**src/rtl/timeout_multi_pkg.sv**
```systemverilog
// rtl/timeout_multi_pkg.sv - shared state encoding and mode constants for timeout_multi
package timeout_multi_pkg;

    typedef enum logic {
        READY    = 1'b0,
        COUNTING = 1'b1
    } state_e;

    localparam logic MODE_ONESHOT  = 1'b0;
    localparam logic MODE_PERIODIC = 1'b1;

endpackage

```
**src/rtl/timeout_channel.sv**
```systemverilog
// rtl/timeout_channel.sv - one timer channel (FSM + counter); pause input under TIMEOUT_MULTI_PAUSE_EN
module timeout_channel
    import timeout_multi_pkg::*;
#(
    parameter int CNT_LEN = 8
) (
    input  logic               clk_i,
    input  logic               rst_ni,
    input  logic               enable_i,
    input  logic               cancel_i,
    input  logic               periodic_i,
    input  logic [CNT_LEN-1:0] timeout_i,
`ifdef TIMEOUT_MULTI_PAUSE_EN
    input  logic               pause_i,
`endif
    output logic               busy_o,
    output logic               expired_o
);

    localparam logic [CNT_LEN-1:0] ONE = {{(CNT_LEN-1){1'b0}}, 1'b1};

    state_e             state_q;
    logic [CNT_LEN-1:0] cnt_q;
    logic [CNT_LEN-1:0] tmo_q;
    logic               mode_q;
    logic               paused;
    logic               term;

`ifdef TIMEOUT_MULTI_PAUSE_EN
    assign paused = pause_i;
`else
    assign paused = 1'b0;
`endif

    // A latched period of 0 terminates on the first count, the same as 1,
    // because cnt_q always starts at 1.
    assign term      = (state_q == COUNTING) && (cnt_q >= tmo_q);
    assign expired_o = term && !paused;
    assign busy_o    = (state_q == COUNTING);

    // Channel FSM: cancel beats retrigger beats pause beats terminal handling.
    always_ff @(posedge clk_i or negedge rst_ni) begin
        if (!rst_ni) begin
            state_q <= READY;
            cnt_q   <= ONE;
            tmo_q   <= '0;
            mode_q  <= MODE_ONESHOT;
        end else begin
            case (state_q)
                READY: begin
                    if (enable_i && !cancel_i) begin
                        state_q <= COUNTING;
                        cnt_q   <= ONE;
                        tmo_q   <= timeout_i;
                        mode_q  <= periodic_i;
                    end
                end
                COUNTING: begin
                    if (cancel_i) begin
                        state_q <= READY;
                        cnt_q   <= ONE;
                    end else if (enable_i) begin
                        cnt_q  <= ONE;
                        tmo_q  <= timeout_i;
                        mode_q <= periodic_i;
                    end else if (paused) begin
                        cnt_q <= cnt_q;
                    end else if (term) begin
                        cnt_q <= ONE;
                        if (mode_q != MODE_PERIODIC) begin
                            state_q <= READY;
                        end
                    end else begin
                        cnt_q <= cnt_q + ONE;
                    end
                end
                default: begin
                    state_q <= READY;
                    cnt_q   <= ONE;
                end
            endcase
        end
    end

endmodule

```
**src/rtl/timeout_multi.sv**
```systemverilog
// rtl/timeout_multi.sv - NUM_CH independent timeout channels with OR-reduced irq; pause under TIMEOUT_MULTI_PAUSE_EN
module timeout_multi
    import timeout_multi_pkg::*;
#(
    parameter int CNT_LEN = 8,
    parameter int NUM_CH  = 4
) (
    input  logic                      clk,
    input  logic                      rst,
    input  logic [NUM_CH-1:0]         enable,
    input  logic [NUM_CH-1:0]         cancel,
    input  logic [NUM_CH-1:0]         periodic,
    input  logic [NUM_CH*CNT_LEN-1:0] timeout,
`ifdef TIMEOUT_MULTI_PAUSE_EN
    input  logic [NUM_CH-1:0]         pause,
`endif
    output logic [NUM_CH-1:0]         busy,
    output logic [NUM_CH-1:0]         done,
    output logic [NUM_CH-1:0]         expired,
    output logic                      irq
);

    // One fully independent timer per channel.
    for (genvar i = 0; i < NUM_CH; i++) begin : g_ch
        timeout_channel #(
            .CNT_LEN (CNT_LEN)
        ) u_ch (
            .clk_i      (clk),
            .rst_ni     (rst),
            .enable_i   (enable[i]),
            .cancel_i   (cancel[i]),
            .periodic_i (periodic[i]),
            .timeout_i  (timeout[i*CNT_LEN +: CNT_LEN]),
`ifdef TIMEOUT_MULTI_PAUSE_EN
            .pause_i    (pause[i]),
`endif
            .busy_o     (busy[i]),
            .expired_o  (expired[i])
        );
    end

    assign done = ~busy;
    assign irq  = |expired;

endmodule

```
**config.mk**
```make
export PLATFORM = sky130hd
export DESIGN_NAME = timeout_multi
export DESIGN_NICKNAME = d
export VERILOG_FILES = /design/src/rtl/timeout_multi_pkg.sv /design/src/rtl/timeout_channel.sv /design/src/rtl/timeout_multi.sv
export SDC_FILE = /design/constraint.sdc
export NUM_CORES = 1
export LEC_CHECK = 0
export ABC_AREA = 0
export CAP_MARGIN = 5
export CORE_UTILIZATION = 45
export CTS_CLUSTER_SIZE = 40
export DETAILED_ROUTE_END_ITERATION = 10
export HOLD_SLACK_MARGIN = 0.06
export PLACE_DENSITY = 0.71
export SETUP_SLACK_MARGIN = 0.2
export SYNTH_ARGS = -nofsm -noshare
export SYNTH_HDL_FRONTEND = slang
export SYNTH_SLANG_ARGS = --single-unit
```
**constraint.sdc**
```tcl
create_clock -name clk -period 2.5 [get_ports clk]
set_clock_uncertainty 0.05 [all_clocks]
set_input_delay 0.375 -clock clk [delete_from_list [all_inputs] [get_ports clk]]
set_output_delay 0.375 -clock clk [all_outputs]
set_load 0.005 [all_outputs]
```
# Word level (Yosys, flattened, before mapping)
# Cells that the tools add are included.
dict set report op_classes {
  n_addsub 4
  multipliers 0
  div_mod_pow 0
  n_lt_le_gt_ge 4
  eq_ne 12
  n_shift 0
  n_mux 76
  n_bitwise 5
  n_reduce_logical 17
}
# operator n
set ops {}
lappend ops {{2-to-1 mux 8 bit} 28}
lappend ops {{case mux 8 bit (2 select lines)} 8}
lappend ops {{adder 8 x 1 -> 8 bit (second input constant)} 4}
lappend ops {{>= comparator 8 bit} 4}
lappend ops {{2-to-1 mux 1 bit} 32}
lappend ops {{inequality test 2 bit (second input constant)} 8}
lappend ops {{case mux 1 bit (2 select lines)} 8}
lappend ops {{AND reduction 3 bit} 4}
lappend ops {{logical AND 1 bit} 8}
lappend ops {{inequality test 2 x 1 -> 1 bit (second input constant)} 4}
lappend ops {{logical NOT 1 bit} 4}
lappend ops {{NOT 1 bit} 4}
lappend ops {{NOT 4 bit} 1}
lappend ops {{OR reduction 4 bit} 1}
dict set report totals {
  register_bits 72
  latch_bits 0
  mem_bits_rw 0
  rom_bits 0
  inputBits 46
  output_inout_bits 13
  word_cells 134
  mem_count 0
}

# Longest topological paths before layout
dict set report depth {
  depth_word 6
  ltp_mapped 8
  depth_no_buf 7
}

# By module
# Synthesis repeated with hierarchy kept, for this count alone.
dict set report unflattened {
  hier_cells 416
  hier_area_um2 4135.2
}
# module n_inst cells_each area_per_inst_um2 seq_area_each_um2
set modules_own_cells {}
lappend modules_own_cells {{timeout_channel (g_ch[0].u_ch ...)} 3 103 1029.7 451.7}
lappend modules_own_cells {{timeout_channel (g_ch[1].u_ch)} 1 102 1023.5 451.7}
lappend modules_own_cells {timeout_multi 1 5 22.5 0.0}

# Least setup slack after synthesis
# OpenSTA, ideal clock, no wires.
dict set report synth_path {
  kind {register to output}
  startpoint {reg g_ch[2].u_ch.cnt_q[0]}
  endpoint {out irq}
  arrival_ns 2.243
  t_required_ns 2.075
  path_slack_ns -0.168
  stages_incl_launch_ff 8
  path_buffers 0
  path_cell_list {dfstp_2 inv_1 ha_1 nand2b_4 a2111o_1 a31oi_4 nor2_4 or4_4}
}
dict set report synth_between {
  elab_chain_cells 3
}
# item line
set synth_rtl {}
lappend synth_rtl {{start, declared} timeout_channel.sv:23} ;# logic [CNT_LEN-1:0] cnt_q;
lappend synth_rtl {{start signal, assigned} timeout_channel.sv:67} ;# cnt_q <= cnt_q;
lappend synth_rtl {{start signal, assigned} timeout_channel.sv:74} ;# cnt_q <= cnt_q + ONE;
lappend synth_rtl {{>= comparator 8 bit} timeout_channel.sv:37} ;# assign term = (state_q == COUNTING) && (cnt_q >= tmo_q);
lappend synth_rtl {{logical AND 1 bit} timeout_channel.sv:37}
lappend synth_rtl {{net g_ch[2].u_ch.expired_o} timeout_channel.sv:17} ;# output logic expired_o
lappend synth_rtl {{OR reduction 4 bit} timeout_multi.sv:43} ;# assign irq = |expired;
lappend synth_rtl {{end, declared} timeout_multi.sv:20} ;# output logic irq
# The timed path passes the listed nets, and every way through them passes these cells.

# Final worst setup path
dict set report layout_path {
  startpoint {reg g_ch[3].u_ch.cnt_q[0]}
  endpoint {out irq}
}
dict set report layout_between {
  elab_chain_cells 3
}
# item line
set layout_rtl {}
lappend layout_rtl {{start, declared} timeout_channel.sv:23}
lappend layout_rtl {{start signal, assigned} timeout_channel.sv:67}
lappend layout_rtl {{start signal, assigned} timeout_channel.sv:74}
lappend layout_rtl {{>= comparator 8 bit} timeout_channel.sv:37}
lappend layout_rtl {{logical AND 1 bit} timeout_channel.sv:37}
lappend layout_rtl {{OR reduction 4 bit} timeout_multi.sv:43}
# Every way passes these cells.

==> impl_metrics.json <==
{
  "pwr_density_cell_nw_per_um2": 542,
  "diodes": 0,
  "syn2layout_area_growth_pct": 38.6,
  "tightest_slew_ps": 573,
  "place_ws_ps": -586,
  "syn_inst": 438,
  "internal_power_mw": 2.25,
  "critical_path_arrival_ps": 2630,
  "first_global_vias": 3777,
  "slowest_stage": "dfstp_2",
  "final_cell_count_no_fill": 674,
  "min_period_ps": 3060,
  "status": "finished, violations left",
  "drive_gt1_frac": 0.228,
  "max-cap-violations": 0,
  "seq_area_frac_synth": 0.446,
  "layout_common_cells": "dfrtp_1, buf_4, nand2_1",
  "syn-num-nets": 520,
  "dr.pass1.iters": 4,
  "port_buffers": 58,
  "clkSinkCount": 72,
  "start_util": 0.464,
  "worst_slack_ps": -558,
  "ys.flop_type": "dfrtp_1",
  "critPathRequiredTime_ps": 2080,
  "grt_max_degree": 30,
  "drv_slew": 0,
  "worst-setup-path-type": "register to primary output",
  "postLayoutCellArea_um2": 5610,
  "violations": "negative setup slack",
  "antenna_found_initial": 0,
  "ir_drop_uv": 233,
  "yosys_register_bits": 72,
  "slew_headroom": 0.618,
  "async_flop_share": 1.00,
  "clk_path_buf_depth": 2,
  "grt_pass1_wl_um": 16600,
  "viasPerCell": 5.31,
  "switchingPower_mw": 0.797,
  "htreeDepth": 3,
  "rsz0062_at_grt": "true",
  "hp-class": "register to register",
  "swShare": 0.262,
  "drcViolationCount": 0,
  "cts_tree": "built",
  "nets": 643,
  "clk_latency_ps": 350,
  "gp_congestion": 0.804,
  "crit_buf_inv": 2,
  "slowest_delay_ps": 540,
  "start_kind": "register",
  "dieHeight_um": 96.9,
  "synth-edff-count": 0,
  "seq_power_share": 0.432,
  "critPathCaptureType": "primary output",
  "placed_cell_area_um2": 5100,
  "ys_types": 47,
  "drtIter0Drc": 98,
  "cp_max_fo": 2,
  "overflow": 0,
  "p_leak_nw": 2.67,
  "pwr-share-comb": 0.208,
  "avgSynthCellArea_um2": 9.25,
  "fmax_mhz": 327,
  "dp_cells": 641,
  "dieArea_um2": 9380,
  "fp.dieW_um": 96.9,
  "critPathTopFamily": "simple AND/OR/NAND/NOR gates",
  "p_clk_frac": 0.360,
  "pin_count": 59,
  "ant_nets": 0,
  "num_vias": 3579,
  "hold_viol": 0,
  "final_common_cell": "dfrtp_1",
  "clk_pin_slew_ps": 80,
  "placementRows": 34,
  "syn_area_um2": 4050,
  "post-dp-hpwl_um": 6580,
  "wl_per_cell_um": 14.0,
  "finalSetupViolations": 5,
  "cts-root-buf": "clkbuf_8",
  "cts_made_buffers": 9,
  "power_mw": 3.04,
  "core-area_um2": 8720,
  "grt_usage": 0.217,
  "fin_crit_sh": 1.22,
  "yosysWarnings": 0,
  "drt-total-wl_um": 9450,
  "path_cells": "inv_2, ha_4, nand2b_4, a2111o_1, a21oi_2, nor2_2, or4_4, buf_6"
}
-- cells in the mapped netlist (3+ instances only) --
cell / n / area share
buf_4: 8 / 0.015
mux2i_1: 4 / 0.0099
a22o_1: 6 / 0.013
nand4b_1: 4 / 0.0086
nor3_1: 7 / 0.0086
clkbuf_1: 9 / 0.0083
dfstp_2: 4 / 0.026
nand2b_1: 5 / 0.0077
nor2_1: 23 / 0.021
ha_1: 36 / 0.11
nand3_1: 18 / 0.022
a21oi_1: 23 / 0.028
and3_1: 8 / 0.012
o211ai_1: 3 / 0.0056
mux2_2: 8 / 0.022
and2_1: 3 / 0.0046
o21ai_0: 44 / 0.054
dfrtp_1: 68 / 0.42
inv_1: 52 / 0.048
a2111o_1: 3 / 0.0083
a31oi_1: 5 / 0.0077
nand3b_1: 4 / 0.0074
o21a_1: 3 / 0.0056
nand2_1: 55 / 0.051
nor2b_1: 3 / 0.0046
-- final timing paths --
path / startpoint / depth (start not counted) / slack [ps] / to
worst max-delay path: g_ch[3].u_ch.cnt_q[0]$_DFFE_PN1P_ / 8 / -560 / irq
worst min-delay path: g_ch[2].u_ch.mode_q$_DFFE_PN0P_ / 1 / 460 / g_ch[2].u_ch.mode_q$_DFFE_PN0P_
worst max register to register: g_ch[3].u_ch.cnt_q[0]$_DFFE_PN1P_ / 19 / -460 / g_ch[3].u_ch.busy_o$_DFF_PN0_
worst min register to register: g_ch[2].u_ch.mode_q$_DFFE_PN0P_ / 1 / 460 / g_ch[2].u_ch.mode_q$_DFFE_PN0P_
max in group asynchronous: rst / 3 / 1210 / g_ch[2].u_ch.cnt_q[0]$_DFFE_PN1P_
min in group asynchronous: rst / 2 / 490 / g_ch[3].u_ch.tmo_q[4]$_DFFE_PN0P_
-- final cells by class --
type                            count  area (um2)
Clock buffer                       12         165
Timing Repair Buffer              131        1180
Clock inverter                      4        75.1
Tap cell                          108         135
Fill cell                         739        3110
Sequential cell                    72        1810
Multi-Input combinational cell    295        2050
Inverter                           52         195
-- cell families after synthesis --
kind of cell | Yosys count | synth area share
AO/OA/AOI/OAI | 103 | 0.159
flip-flops | 72 | 0.446
AND/OR/NAND/NOR | 140 | 0.169
adder cells (fa/ha/maj) | 36 | 0.111
multiplexers | 12 | 0.0321
XOR/XNOR | 4 | 0.00865
buffers and inverters | 71 | 0.0738
-- state kept, by name, summed over array words and instances (netlist names) --
register	cells
g_ch.u_ch.busy_o	4
g_ch.u_ch.tmo_q	32
g_ch.u_ch.cnt_q	32
g_ch.u_ch.mode_q	4
-- through the flow --
| step | util | setup TNS, ps | hold WS (ps) |
|---|---|---|---|
| floorplan | - | -34.7 | 29.4 |
| global placement | 0.585 | -763 | 346 |
| detailed placement | 0.585 | -948 | 354 |
| CTS | 0.635 | -1440 | 467 |
| global route | 0.643 | -1870 | 485 |
| finish | 0.643 | -1470 | 458 |
-- layer usage --
| layer | routed length, um | GRT usage | vias up |
|---|---|---|---|
| met5 | 0 | 0 | - |
| met2 | 4660 | 0.368 | 91 |
| met3 | 370 | 0.0368 | 23 |
| met1 | 4150 | 0.272 | 1714 |
| met4 | 276 | 0.0964 | 0 |
| li1 | - | - | 1751 |
-- timing repair --
action / in CTS / in global routing
hold endpoints to repair: 18 / 0
buffers inserted: 15 / 1
endpoints found under the setup margin: 5 / 18
gates resized for setup: 37 / 18
hold buffers: 1 / 0
pin swaps: 14 / 11
-- power by group through the flow --
stage               combinational, mW  sequential [mW]  clock, mW
floorplan                       0.301             1.32          0
global placement                0.535             1.32          0
detailed placement              0.551             1.33          0
CTS                             0.605             1.31       1.13
global route                    0.712             1.32       1.17
finish                          0.633             1.31       1.10
Note: power is estimated with default switching activity, not from simulation.
==> patch: new RTL, same settings <==
Build with the macro `TIMEOUT_MULTI_PAUSE_EN` defined.
--- a/src/rtl/timeout_channel.sv
+++ b/src/rtl/timeout_channel.sv
@@ -1,2 +1,4 @@
 // rtl/timeout_channel.sv - one timer channel (FSM + counter); pause input under TIMEOUT_MULTI_PAUSE_EN
+`define TIMEOUT_MULTI_PAUSE_EN
+
 module timeout_channel
Interface: changed (added pause); port bits go from 59 to 63. The function was not compared with the original's and may differ.
==> patch against the unedited design <==
The flow finishes with violations (DRC, setup timing); power shrank 10%; critical path depth is the same; routed wire length grew 7.3%; clock power shrank 25%; design area grew 3.9%; setup slack gained 0.0088 ns; area after synthesis grew 2.4%; sequential cell count is the same; largest power group unchanged.
==> patch: results (changes against the unedited design) <==
* Clock-cell share of area at 2.832% (was 4.281%)
* List of most frequent post-synthesis cells: 68 x dfrtp_1, 55 x nand2_1, 49 x o21ai_0, 45 x inv_1, 36 x ha_1 (was 68 x dfrtp_1, 55 x nand2_1, 52 x inv_1, 44 x o21ai_0, 36 x ha_1)
* R2R Path Start: g_ch[2].u_ch.cnt_q[0] (was g_ch[3].u_ch.cnt_q[0])
* Fin area at 0.005832 sq mm (was 0.005612 sq mm)
* First-pass GRT wire length at 17.31 mm (was 16.64 mm)
* RR Endpoint: g_ch[2].u_ch.cnt_q[4] (was g_ch[3].u_ch.busy_o)
* GRT Total Usage at 22.38% (was 21.74%)
* Post-CTS sizing at 47 (was 37)
* Global placer's final weighted congestion at 0.8494 (was 0.8043)
* Clock transition at the registers of the reported paths at 0.08 ns (about the same)
* Worst-case register-to-register setup slack at 0.15 ns (was -0.46 ns)
* Place WS at -0.6257 ns (was -0.5857 ns)
* Fraction of area in non-clock buffers at 21.50% (was 21.11%)
* Hold endpoint: g_ch[1].u_ch.busy_o (was g_ch[2].u_ch.mode_q)
* Largest net degree at the start of global routing at 50 (was 30)
* Multi-input gate count at 311 (was 295)
* Number of detailed-route iterations in the first pass at 7 (was 4)
* WL per Instance at 14.61 microns (was 14.02 microns)
* Synth async-reset ratio at 100.0% (unchanged)
* Post-route DRC at 3 (was 0)
* Critical path arrival at 2.62 ns (was 2.63 ns)
* Final Worst Setup Slack at -0.5494 ns (was -0.5582 ns)
* Reg2Reg Depth at 8 (was 19)
* Mapped Nets at 531 (was 520)
* Ranking of synthesized cells by area: dfrtp_1 41%, ha_1 11%, o21ai_0 5.9%, nand2_1 5.0%, inv_1 4.1% (was dfrtp_1 42%, ha_1 11%, o21ai_0 5.4%, nand2_1 5.1%, inv_1 4.8%)
* WL final at 10.14 mm (was 9.450 mm)
* Seq/Total Area, Yosys at 43.56% (was 44.61%)
* Area after DPL at 0.005330 sq mm (was 0.005105 sq mm)
* Fraction of area in multi-input gates at 39.48% (was 36.52%)
* HP Start: g_ch[1].u_ch.mode_q (was g_ch[2].u_ch.mode_q)
* Fillers at 690 (was 739)
* Run status: finished, violations left (unchanged)
* Hold slack final at 0.4634 ns (was 0.4583 ns)
* Number of buffers added on ports at 62 (was 58)
* Failing checks: DRC, setup timing (was setup timing)
* Post-DP HPWL at 7.353 mm (was 6.578 mm)
* Final Setup Violations at 5 (unchanged)
* Proportion of layout cells with a drive suffix above 1 at 25.43% (was 22.79%)
* Vias in the first global route at 3911 (was 3777)
* Peak VDD IR at 0.2426 mV (was 0.2331 mV)
* Post-synth design cell area at 0.004148 sq mm (was 0.004050 sq mm)
* Syn_area_per_cell at 9.321 sq um (was 9.247 sq um)
* CTS root buffer: clkbuf_8 (unchanged)
* Synth cell types at 52 (was 47)
* Vias per cell at 5.340 (was 5.310)
* Inverters excl. clock at 45 (was 52)
* Leakage at 0.002666 uW (was 0.002667 uW)
* Non-Clock Buffer Count at 142 (was 131)
==> patch: cell count changes after synthesis, sizes merged, moves of 4 or more <==
cell	delta
nand4b	-4
a22oi	+5
o31ai	+5
a21oi	-7
nand3b	-4
nand2b	+9
nor2b	+5
inv	-7
nand3	-4
==> patch: metal layers <==
layer	vias to the layer above	share of wire, %	global-route usage [%]
li1	1834	-	-
met1	1775	46	28.41
met2	77	48	37.92
met3	20	3.6	3.364
met4	0	2.1	9.790
met5	-	0	0
==> patch: report_power, final <==
group          leakage (uW)  internal, uW  switching (uW)
clock network     0.0000793           359             463
registers          0.000921          1260            42.8
logic               0.00167           323             289
==> patch: cell families after synthesis <==
kind of cell,after synthesis,share of synthesized area [%]
adders and majority gates,36,10.86
buffers and inverters,62,6.425
and+or+nand+nor,145,17.44
muxes,10,2.655
DFF,72,43.56
AOI/OAI and AO/OA,117,18.43
xor gates and xnor gates,3,0.6336
